$ cat config.mk
export PLATFORM = sky130hd
export DESIGN_NAME = qracc_sram_ctrl
export DESIGN_NICKNAME = d
export VERILOG_FILES = /design/src/rtl/qracc_sram_ctrl_pkg.sv /design/src/rtl/qracc_wl_decoder.sv /design/src/rtl/qracc_sram_ctrl.sv
export SDC_FILE = /design/constraint.sdc
export NUM_CORES = 1
export LEC_CHECK = 0
export ABC_CLOCK_PERIOD_IN_PS = 2000
export BUFFER_PORTS_ARGS = -buffer_cell sky130_fd_sc_hd__buf_2
export CORE_MARGIN = 2
export CORE_UTILIZATION = 49
export DETAILED_ROUTE_END_ITERATION = 10
export GPL_ROUTABILITY_DRIVEN = 0
export GPL_TIMING_DRIVEN = 1
export PLACE_DENSITY = 0.79
export SYNTH_ARGS = -nofsm -noshare
export SYNTH_HDL_FRONTEND = slang
export SYNTH_SLANG_ARGS = --single-unit
export TNS_END_PERCENT = 20
$ cat constraint.sdc
create_clock -name clk -period 2 [get_ports clk]
set_clock_uncertainty 0.15 [all_clocks]
set_input_delay 0.1 -clock clk [delete_from_list [all_inputs] [get_ports clk]]
set_output_delay 0.1 -clock clk [all_outputs]
set_load 0.03 [all_outputs]
$ cat src/rtl/qracc_sram_ctrl_pkg.sv
// Shared types and default timing for the QrAcc SRAM controller.
// Holds the FSM state encoding and a helper that sizes the phase counter.
package qracc_sram_ctrl_pkg;

  localparam int unsigned SRAM_NUM_ROWS   = 128;
  localparam int unsigned SRAM_NUM_COLS   = 32;
  localparam int unsigned SRAM_PCH_CYCLES = 2;
  localparam int unsigned SRAM_WL_CYCLES  = 2;
  localparam int unsigned SRAM_SA_CYCLES  = 1;

  typedef enum logic [2:0] {
    IDLE  = 3'd0,
    PRECH = 3'd1,
    WLON  = 3'd2,
    SENSE = 3'd3,
    DONE  = 3'd4
  } sram_ctrl_state_t;

  // Largest of three phase lengths; sizes the shared down-counter.
  function automatic int unsigned max3(input int unsigned a,
                                       input int unsigned b,
                                       input int unsigned c);
    int unsigned m;
    m = (a > b) ? a : b;
    return (m > c) ? m : c;
  endfunction

endpackage

$ cat src/rtl/qracc_wl_decoder.sv
// Binary-to-one-hot wordline decoder with enable and out-of-range guard.
// Purely combinational; the controller registers its output.
module qracc_wl_decoder #(
  parameter int unsigned numRows = 128
) (
  input  logic                       en_i,
  input  logic [$clog2(numRows)-1:0] addr_i,
  output logic [numRows-1:0]         wl_o_c,
  output logic                       in_range_o_c
);

  localparam int unsigned AW = $clog2(numRows);

  // Zero-extended compare so the guard stays meaningful when numRows is not a power of 2.
  assign in_range_o_c = ({1'b0, addr_i} < (AW + 1)'(numRows));

  always_comb begin
    wl_o_c = '0;
    for (int unsigned r = 0; r < numRows; r++) begin
      wl_o_c[r] = en_i && (addr_i == AW'(r));
    end
  end

endmodule

$ cat src/rtl/qracc_sram_ctrl.sv
// SRAM request/response slave that sequences precharge, wordline, write and
// sense-amp controls of the analog macro, one row access at a time.
module qracc_sram_ctrl
  import qracc_sram_ctrl_pkg::*;
#(
  parameter int unsigned numRows    = SRAM_NUM_ROWS,
  parameter int unsigned numCols    = SRAM_NUM_COLS,
  parameter int unsigned PCH_CYCLES = SRAM_PCH_CYCLES,
  parameter int unsigned WL_CYCLES  = SRAM_WL_CYCLES,
  parameter int unsigned SA_CYCLES  = SRAM_SA_CYCLES
) (
  input  logic                       clk,
  input  logic                       rst,
  input  logic                       rq_wr_i,
  input  logic                       rq_valid_i,
  output logic                       rq_ready_o,
  output logic                       rd_valid_o,
  output logic [numCols-1:0]         rd_data_o,
  input  logic [numCols-1:0]         wr_data_i,
  input  logic [$clog2(numRows)-1:0] addr_i,
  output logic [numRows-1:0]         WL,
  output logic                       PCH,
  output logic [numCols-1:0]         WR_DATA,
  output logic                       WRITE,
  output logic [numCols-1:0]         CSEL,
  output logic                       SAEN,
  input  logic [numCols-1:0]         SA_OUT
);

  localparam int unsigned AW = $clog2(numRows);
  localparam int unsigned CW = $clog2(max3(PCH_CYCLES, WL_CYCLES, SA_CYCLES) + 1);

  if (PCH_CYCLES == 0 || WL_CYCLES == 0 || SA_CYCLES == 0) begin : g_bad_cycles
    $error("qracc_sram_ctrl: PCH_CYCLES, WL_CYCLES and SA_CYCLES must all be >= 1");
  end

  sram_ctrl_state_t state_q, state_d;
  logic [CW-1:0]      cnt_q, cnt_d;
  logic               wr_q, wr_d;
  logic [AW-1:0]      addr_q, addr_d;
  logic [numCols-1:0] wdata_q, wdata_d;

  logic               ready_q, ready_d;
  logic               rd_valid_q, rd_valid_d;
  logic [numCols-1:0] rd_data_q, rd_data_d;
  logic [numRows-1:0] wl_q;
  logic               pch_q, pch_d;
  logic               write_q, write_d;
  logic [numCols-1:0] wr_data_q, wr_data_d;
  logic [numCols-1:0] csel_q, csel_d;
  logic               saen_q, saen_d;

  logic               wl_en_d;
  logic [numRows-1:0] wl_dec_c;
  logic               in_range_c;

  // Decoder works from the latched address; enable is the next-cycle wordline phase.
  qracc_wl_decoder #(
    .numRows(numRows)
  ) u_wl_decoder (
    .en_i        (wl_en_d),
    .addr_i      (addr_q),
    .wl_o_c      (wl_dec_c),
    .in_range_o_c(in_range_c)
  );

  // Next-state and next-output logic; analog controls are registered so they
  // line up with the state they belong to.
  always_comb begin
    state_d   = state_q;
    cnt_d     = cnt_q;
    wr_d      = wr_q;
    addr_d    = addr_q;
    wdata_d   = wdata_q;
    rd_data_d = rd_data_q;

    unique case (state_q)
      IDLE: begin
        if (rq_valid_i && ready_q) begin
          wr_d    = rq_wr_i;
          addr_d  = addr_i;
          wdata_d = wr_data_i;
          state_d = PRECH;
          cnt_d   = CW'(PCH_CYCLES - 1);
        end
      end
      PRECH: begin
        if (cnt_q == '0) begin
          state_d = WLON;
          cnt_d   = CW'(WL_CYCLES - 1);
        end else begin
          cnt_d = cnt_q - CW'(1);
        end
      end
      WLON: begin
        if (cnt_q == '0) begin
          if (wr_q) begin
            state_d = IDLE;
            cnt_d   = '0;
          end else begin
            state_d = SENSE;
            cnt_d   = CW'(SA_CYCLES - 1);
          end
        end else begin
          cnt_d = cnt_q - CW'(1);
        end
      end
      SENSE: begin
        if (cnt_q == '0) begin
          state_d   = DONE;
          // Out-of-range rows never fire a wordline, so report zeros instead of SA_OUT.
          rd_data_d = in_range_c ? SA_OUT : '0;
        end else begin
          cnt_d = cnt_q - CW'(1);
        end
      end
      DONE: begin
        state_d = IDLE;
      end
      default: begin
        state_d = IDLE;
        cnt_d   = '0;
      end
    endcase

    ready_d    = (state_d == IDLE);
    rd_valid_d = (state_d == DONE);
    pch_d      = (state_d == PRECH);
    wl_en_d    = (state_d == WLON) || (state_d == SENSE);
    write_d    = (state_d == WLON) && wr_d;
    wr_data_d  = write_d ? wdata_d : '0;
    csel_d     = wl_en_d ? '1 : '0;
    saen_d     = (state_d == SENSE);
  end

  always_ff @(posedge clk) begin
    if (rst) begin
      state_q    <= IDLE;
      cnt_q      <= '0;
      wr_q       <= 1'b0;
      addr_q     <= '0;
      wdata_q    <= '0;
      ready_q    <= 1'b0;
      rd_valid_q <= 1'b0;
      rd_data_q  <= '0;
      wl_q       <= '0;
      pch_q      <= 1'b0;
      write_q    <= 1'b0;
      wr_data_q  <= '0;
      csel_q     <= '0;
      saen_q     <= 1'b0;
    end else begin
      state_q    <= state_d;
      cnt_q      <= cnt_d;
      wr_q       <= wr_d;
      addr_q     <= addr_d;
      wdata_q    <= wdata_d;
      ready_q    <= ready_d;
      rd_valid_q <= rd_valid_d;
      rd_data_q  <= rd_data_d;
      wl_q       <= wl_dec_c;
      pch_q      <= pch_d;
      write_q    <= write_d;
      wr_data_q  <= wr_data_d;
      csel_q     <= csel_d;
      saen_q     <= saen_d;
    end
  end

  assign rq_ready_o = ready_q;
  assign rd_valid_o = rd_valid_q;
  assign rd_data_o  = rd_data_q;
  assign WL         = wl_q;
  assign PCH        = pch_q;
  assign WRITE      = write_q;
  assign WR_DATA    = wr_data_q;
  assign CSEL       = csel_q;
  assign SAEN       = saen_q;

endmodule

## Word level (Yosys, flattened, before mapping)

Cells that the tools add are included.

- Output and inout port bits: 229
- Memories: 0
- Memory bits (writable): 0
- Memory bits (read-only): 0
- Flip-flop bits (word level): 274
- Logic and storage cells: 309
- Input port bits: 75
- Bits in latches: 0

- Shifts and indexed selects: 0
- $add $sub $neg: 1
- Div/mod/pow operators: 0
- Eq/ne operators: 137
- Multipliers: 0
- Reduce and logical (&&, ||, !) cells: 139
- Order comparisons: 0
- Bitwise logic cells: 2
- Mux-type cells: 16

Operators with widths:

| kind | count |
|---|---|
| == test 7 bit, second input constant | 64 |
| == test 7 x 6 -> 1 bit, second input constant | 32 |
| logical AND 1 bit | 130 |
| == test 7 x 5 -> 1 bit, second input constant | 16 |
| two-way mux 32 bit | 3 |
| == test 7 x 4 -> 1 bit, second input constant | 8 |
| == test 7 x 3 -> 1 bit, second input constant | 4 |
| == test 7 x 2 -> 1 bit, second input constant | 2 |
| == test 3 x 2 -> 1 bit, second input constant | 4 |
| two-way mux 3 bit | 4 |
| case mux 3 bit (4 select lines) | 1 |
| two-way mux 2 bit | 5 |
| case mux 2 bit (5 select lines) | 1 |
| == test 7 x 1 -> 1 bit, second input constant | 1 |
| zero test 7 bit | 1 |
| == test 3 x 1 -> 1 bit, second input constant | 2 |
| == test 3 bit, second input constant | 2 |
| zero test 3 bit | 2 |
| inequality test 2 bit, second input constant | 2 |
| AND reduction 2 bit | 2 |
| AND reduction 3 bit | 1 |
| zero test 2 bit | 1 |
| two-way mux 1 bit | 2 |
| inverter 1 bit | 2 |
| other kinds (3) | 3 |

## Logic depth before layout (Yosys ltp)

- Word-level depth: 7
- Gate-level depth with buffers: 6

## Modules after synthesis

Synthesis repeated with hierarchy kept, for this count alone.

- Cells, all modules: 871
- Area total of the unflattened synthesis: 8,464.4 µm²

Modules (own cells, without submodules):

| module | sequential area each (µm²) | times used | area each (µm²) | cells each |
|---|---|---|---|---|
| qracc_sram_ctrl | 4,864.7 | 1 | 7,419.6 | 676 |
| qracc_wl_decoder | 0.0 | 1 | 1,044.8 | 195 |

## Worst setup path before layout

No wires, ideal clock.

- Path type: register to register
- Start point: register cnt_q[0]
- End point: register saen_q (netlist: SAEN)
- Arrival time: 1.478 ns
- Buffers on the path: 0
- Setup slack: 0.269 ns
- Clock period less this slack: 1.731 ns
- Cell stages (with the launch flop): 6
- Path through: dfxtp_1 inv_1 ha_1 and2b_4 o21ai_1 a2111oi_2

- Word-level cells in the longest chain between the ends: 4

RTL lines:

| item | RTL line | text |
|---|---|---|
| start: declaration | qracc_sram_ctrl.sv:38 | `logic [CW-1:0] cnt_q, cnt_d;` |
| start signal: assignment | qracc_sram_ctrl.sv:154 | `cnt_q <= cnt_d;` |
| zero test 2 bit (*) | qracc_sram_ctrl.sv:88, qracc_sram_ctrl.sv:96, qracc_sram_ctrl.sv:109 |  |
| two-way mux 3 bit (on tied branches) | qracc_sram_ctrl.sv:109, qracc_sram_ctrl.sv:88, qracc_sram_ctrl.sv:96 |  |
| case mux 3 bit (4 select lines) (*) | qracc_sram_ctrl.sv:77 | `unique case (state_q)` |
| == test 3 x 2 -> 1 bit (*) | qracc_sram_ctrl.sv:133 | `saen_d = (state_d == SENSE);` |
| end signal: assignment | qracc_sram_ctrl.sv:166 | `saen_q <= saen_d;` |
| end: declaration | qracc_sram_ctrl.sv:51 | `logic saen_q, saen_d;` |

Every way passes the cells marked *; elsewhere a longest branch is shown, timed or not.
A chain may end at the register's enable or synchronous reset.

## Final worst setup path

- Start point: register cnt_q[1]
- End point: register wl_q[95] (netlist: WL[95])

- Word-level cells in the longest chain between the ends: 6

RTL lines:

| item | RTL line | text |
|---|---|---|
| zero test 2 bit (*) | qracc_sram_ctrl.sv:88, qracc_sram_ctrl.sv:96, qracc_sram_ctrl.sv:109 |  |
| two-way mux 3 bit (on tied branches) | qracc_sram_ctrl.sv:109, qracc_sram_ctrl.sv:88, qracc_sram_ctrl.sv:96 |  |
| case mux 3 bit (4 select lines) (*) | qracc_sram_ctrl.sv:77 |  |
| == test 3 x 2 -> 1 bit | qracc_sram_ctrl.sv:129 | `wl_en_d = (state_d == WLON) \|\| (state_d == SENSE);` |
| logical OR 1 bit (*) | qracc_sram_ctrl.sv:129 |  |
| logical AND 1 bit (*) | qracc_wl_decoder.sv:20 | `wl_o_c[r] = en_i && (addr_i == AW'(r));` |
| end signal: assignment | qracc_sram_ctrl.sv:161 | `wl_q <= wl_dec_c;` |
| end: declaration | qracc_sram_ctrl.sv:46 | `logic [numRows-1:0] wl_q;` |

Marked as above.

==> impl_results.md <==
- Status: finished clean
- Cell count after synthesis: 825
- Post-synth ARST share: 0%
- Vias in the first global route: 6999
- Total track usage: 23.63%
- Critical path endpoint: WL[95]
- Dpl hpwl: 13560 µm
- # port buffers: 303
- Slowest stage delay, CP: 310 ps
- GRT met3 Usage: 5.175%
- R2R depth: 8
- Synth top area cells: dfxtp_1 59%, nor2_1 5.9%, a21oi_1 4.6%, buf_4 4.0%, a22o_1 3.4%
- Fraction of layout cells with a size suffix above 1: 33.65%
- Die height: 133.6 µm
- Drt total wl: 22180 µm
- Final Max Slew Viols: 0
- CP required: 2230 ps
- Flop-to-flop setup slack: 140 ps
- Max Cap Viol: 0
- Crit Path Class: register to register
- GRT met1 Usage: 28.26%
- Stages on the worst setup path: 8
- Leakage power total: 4.951 nW
- Initial Utilization: 49.84%
- CTS Buf Count: 24
- Worst-path clk slew: 60 ps
- Die area: 17860 µm²
- Worst slack at placement: -191.8 ps
- RSZ-0062 raised after global routing: false
- Syn-to-layout area delta: 37.19%
- Final worst slack: 141.9 ps
- Synth area leader: dfxtp_1
- Cell variety after synth: 47
- Largest driver fanout on the critical path: 32
- Final min period: 1858 ps
- Commonest cells after routing, fill and taps aside: 303 x buf_2, 242 x dfxtp_1, 129 x nor2_1, 75 x a21oi_1, 73 x dlygate4sd3_1
- Hold Vio Cnt, Final: 0
- Sequential area share after synthesis: 59.07%
- Wirelength per Cell: 15.95 µm
- Yosys reg bits: 243
- Gr busiest metal: met2
- Deepest clock path buffer count: 3
- CTS tree: yes
- Finish-stage setup viols: 0
- CTS Sinks: 243
- Met2 Use GR: 42.64%
- Row Count: 47
- 1st-iter DRT viols: 435
- Detail Route Antenna Nets: 0
- Core ar.: 16520 µm²
- Worst reg2reg path endpoint: WL[95]
- Pre-antenna DRT Iters: 5
- Worst flop-to-flop path startpoint: cnt_q[1]
- Top cell type's share of synthesized area: 59.07%
- Antenna diode count: 0
- Cell Pwr Density: 1118 nW/µm²
- Ys flop type: dfxtp_1
- Largest net degree at the start of global routing: 62
- F_max: 538.2 MHz
- Total chip power: 12.63 mW
- Remaining DRCs: 0
- Synth Cell Area: 8235 µm²
- Clk_lat worst skew: 510 ps
- Number of flops mapped to enable cells by yosys: 0
- Vias per cell: 5.234
- Worst vdd ir: 837.6 µV
- Layout Nets: 1234
- Slew HR: 53.63%
- H-tree depth: 1
- Clk Tree Root Cell: clkbuf_16
- Slew @ Worst Pin: 693.8 ps
- WP buf/inv: 4
- Class of the worst hold path: primary input to register
- Avg Cell Area, Syn: 9.982 µm²
- Via count: 7281
- Crit path max-delay family: buffers and inverters
- Worst-path cell chain: inv_1, buf_4, ha_1, a21oi_2, buf_4, o311ai_4, buf_12, nor2_1
- Die width: 133.6 µm
- Global-route wire length before repair: 34620 µm
- Io pins: 304
- GR Overflow Total: 0
- CP max stage cell: dfxtp_1
- Syn nets: 904
- Warnings from Yosys: 0
- Crit. End Element: register
- Initial antenna violation count: 0
- CP dominant cell by count: buf_4
- Worst setup SP type: register
- Fillers: 1197
- Most common cell after layout, fill and taps aside: buf_2
- WP data arrival: 2090 ps
- Fin crit share: 92.90%
- CP startpoint: cnt_q[1]
-- worst min-delay path by stage --
stage               startpoint           end  slack [ps]  depth (start not counted)
floorplan            SA_OUT[0]  rd_data_o[0]          80                          1
global placement     SA_OUT[2]  rd_data_o[2]         170                          2
detailed placement   SA_OUT[2]  rd_data_o[2]         170                          2
CTS                 rq_valid_i   wdata_q[13]          90                          4
global route        rq_valid_i   wdata_q[13]         130                          4
finish              rq_valid_i   wdata_q[13]         110                          4
-- report_power, final --
part	switching, mW	internal [mW]	total (mW)
Combinational	2.03	1.03	3.06
Sequential	0.162	5.05	5.21
Clock	1.79	2.57	4.36
-- metal layers --
metal  vias up  routed length (µm)
li1       3483                   -
met5         -                   0
met4         0                 431
met2       361               11300
met1      3396                8758
met3        41                1688
-- cells by family (layout without fill, tap and decap cells) --
logic type,after synthesis,in the layout,share of synthesized area [%]
AO/OA/AOI/OAI,194,194,15.83
AND/OR/NAND/NOR,273,273,16.18
buffers and inverters,110,456,8.189
flip-flops,243,243,59.07
multiplexers,1,1,0.1215
adder cells (fa/ha/maj),4,4,0.6077
-- cell type report --
| cell class | instances | area [µm²] | area share, % |
|---|---|---|---|
| clock buffer | 36 | 706.9 | 6.257 |
| tap | 220 | 275.3 | 2.436 |
| clock inverter | 6 | 61.31 | 0.5426 |
| multi-input combinational | 472 | 2716 | 24.04 |
| timing repair buffer | 408 | 2650 | 23.46 |
| inverter | 6 | 22.52 | 0.1993 |
| sequential | 243 | 4866 | 43.07 |
-- flip-flops by register name, indices dropped and copies added (netlist names) --
signal,flops
CSEL,1
PCH,1
SAEN,1
WL,128
WRITE,1
WR_DATA,32
addr_q,7
cnt_q,2
rd_data_o,32
rd_valid_o,1
rq_ready_o,1
state_q,3
wdata_q,32
wr_q,1
-- cells in the mapped netlist, types with 2 or more instances --
library cell and number:
o311ai_4 4, nor2_1 129, ha_1 4, nand3b_1 2, nor2_2 3, a21oi_1 75, buf_6 8, dfxtp_1 243
a22o_1 32, nor3b_1 4, and4_1 2, buf_2 29, clkbuf_1 20, o211ai_1 32, and3b_1 6, nand2_1 35
o21ai_0 40, nand4_1 32, nor3_1 3, buf_4 44, nand3_1 40, buf_1 3, inv_1 6, nor4b_4 2
nor2b_1 5
-- stage by stage --
stage	area, µm²	hold slack [ps]	cells	utilization (%)	setup TNS, ps
after global routing	11300	126.1	1391	68.37	0
after CTS	11290	91.01	1391	68.34	0
after detailed placement	9789	171.5	1276	59.24	-5482
after global placement	9789	166.1	1276	59.24	-4346
final	11300	107.2	1391	68.37	0
after floorplan	8235	82.64	825	-	0
-- worst register-to-register path, stage by stage (launching register included) --
cell and delay (ps):
dfxtp_1 310, inv_1 70, buf_4 120, ha_1 220, a21oi_2 70, buf_4 170
o311ai_4 290, buf_12 230, nor2_1 100
-- repair_timing --
| action | CTS | global route |
|---|---|---|
| cloned | 0 | 0 |
| hold buffers | 73 | 0 |
| gates resized for setup | 1 | 2 |
| setup buffers | 0 | 0 |
| endpoints found under the hold margin | 109 | 0 |
| setup endpoints to repair | 32 | 33 |
Power figures use the tool's default switching activity.
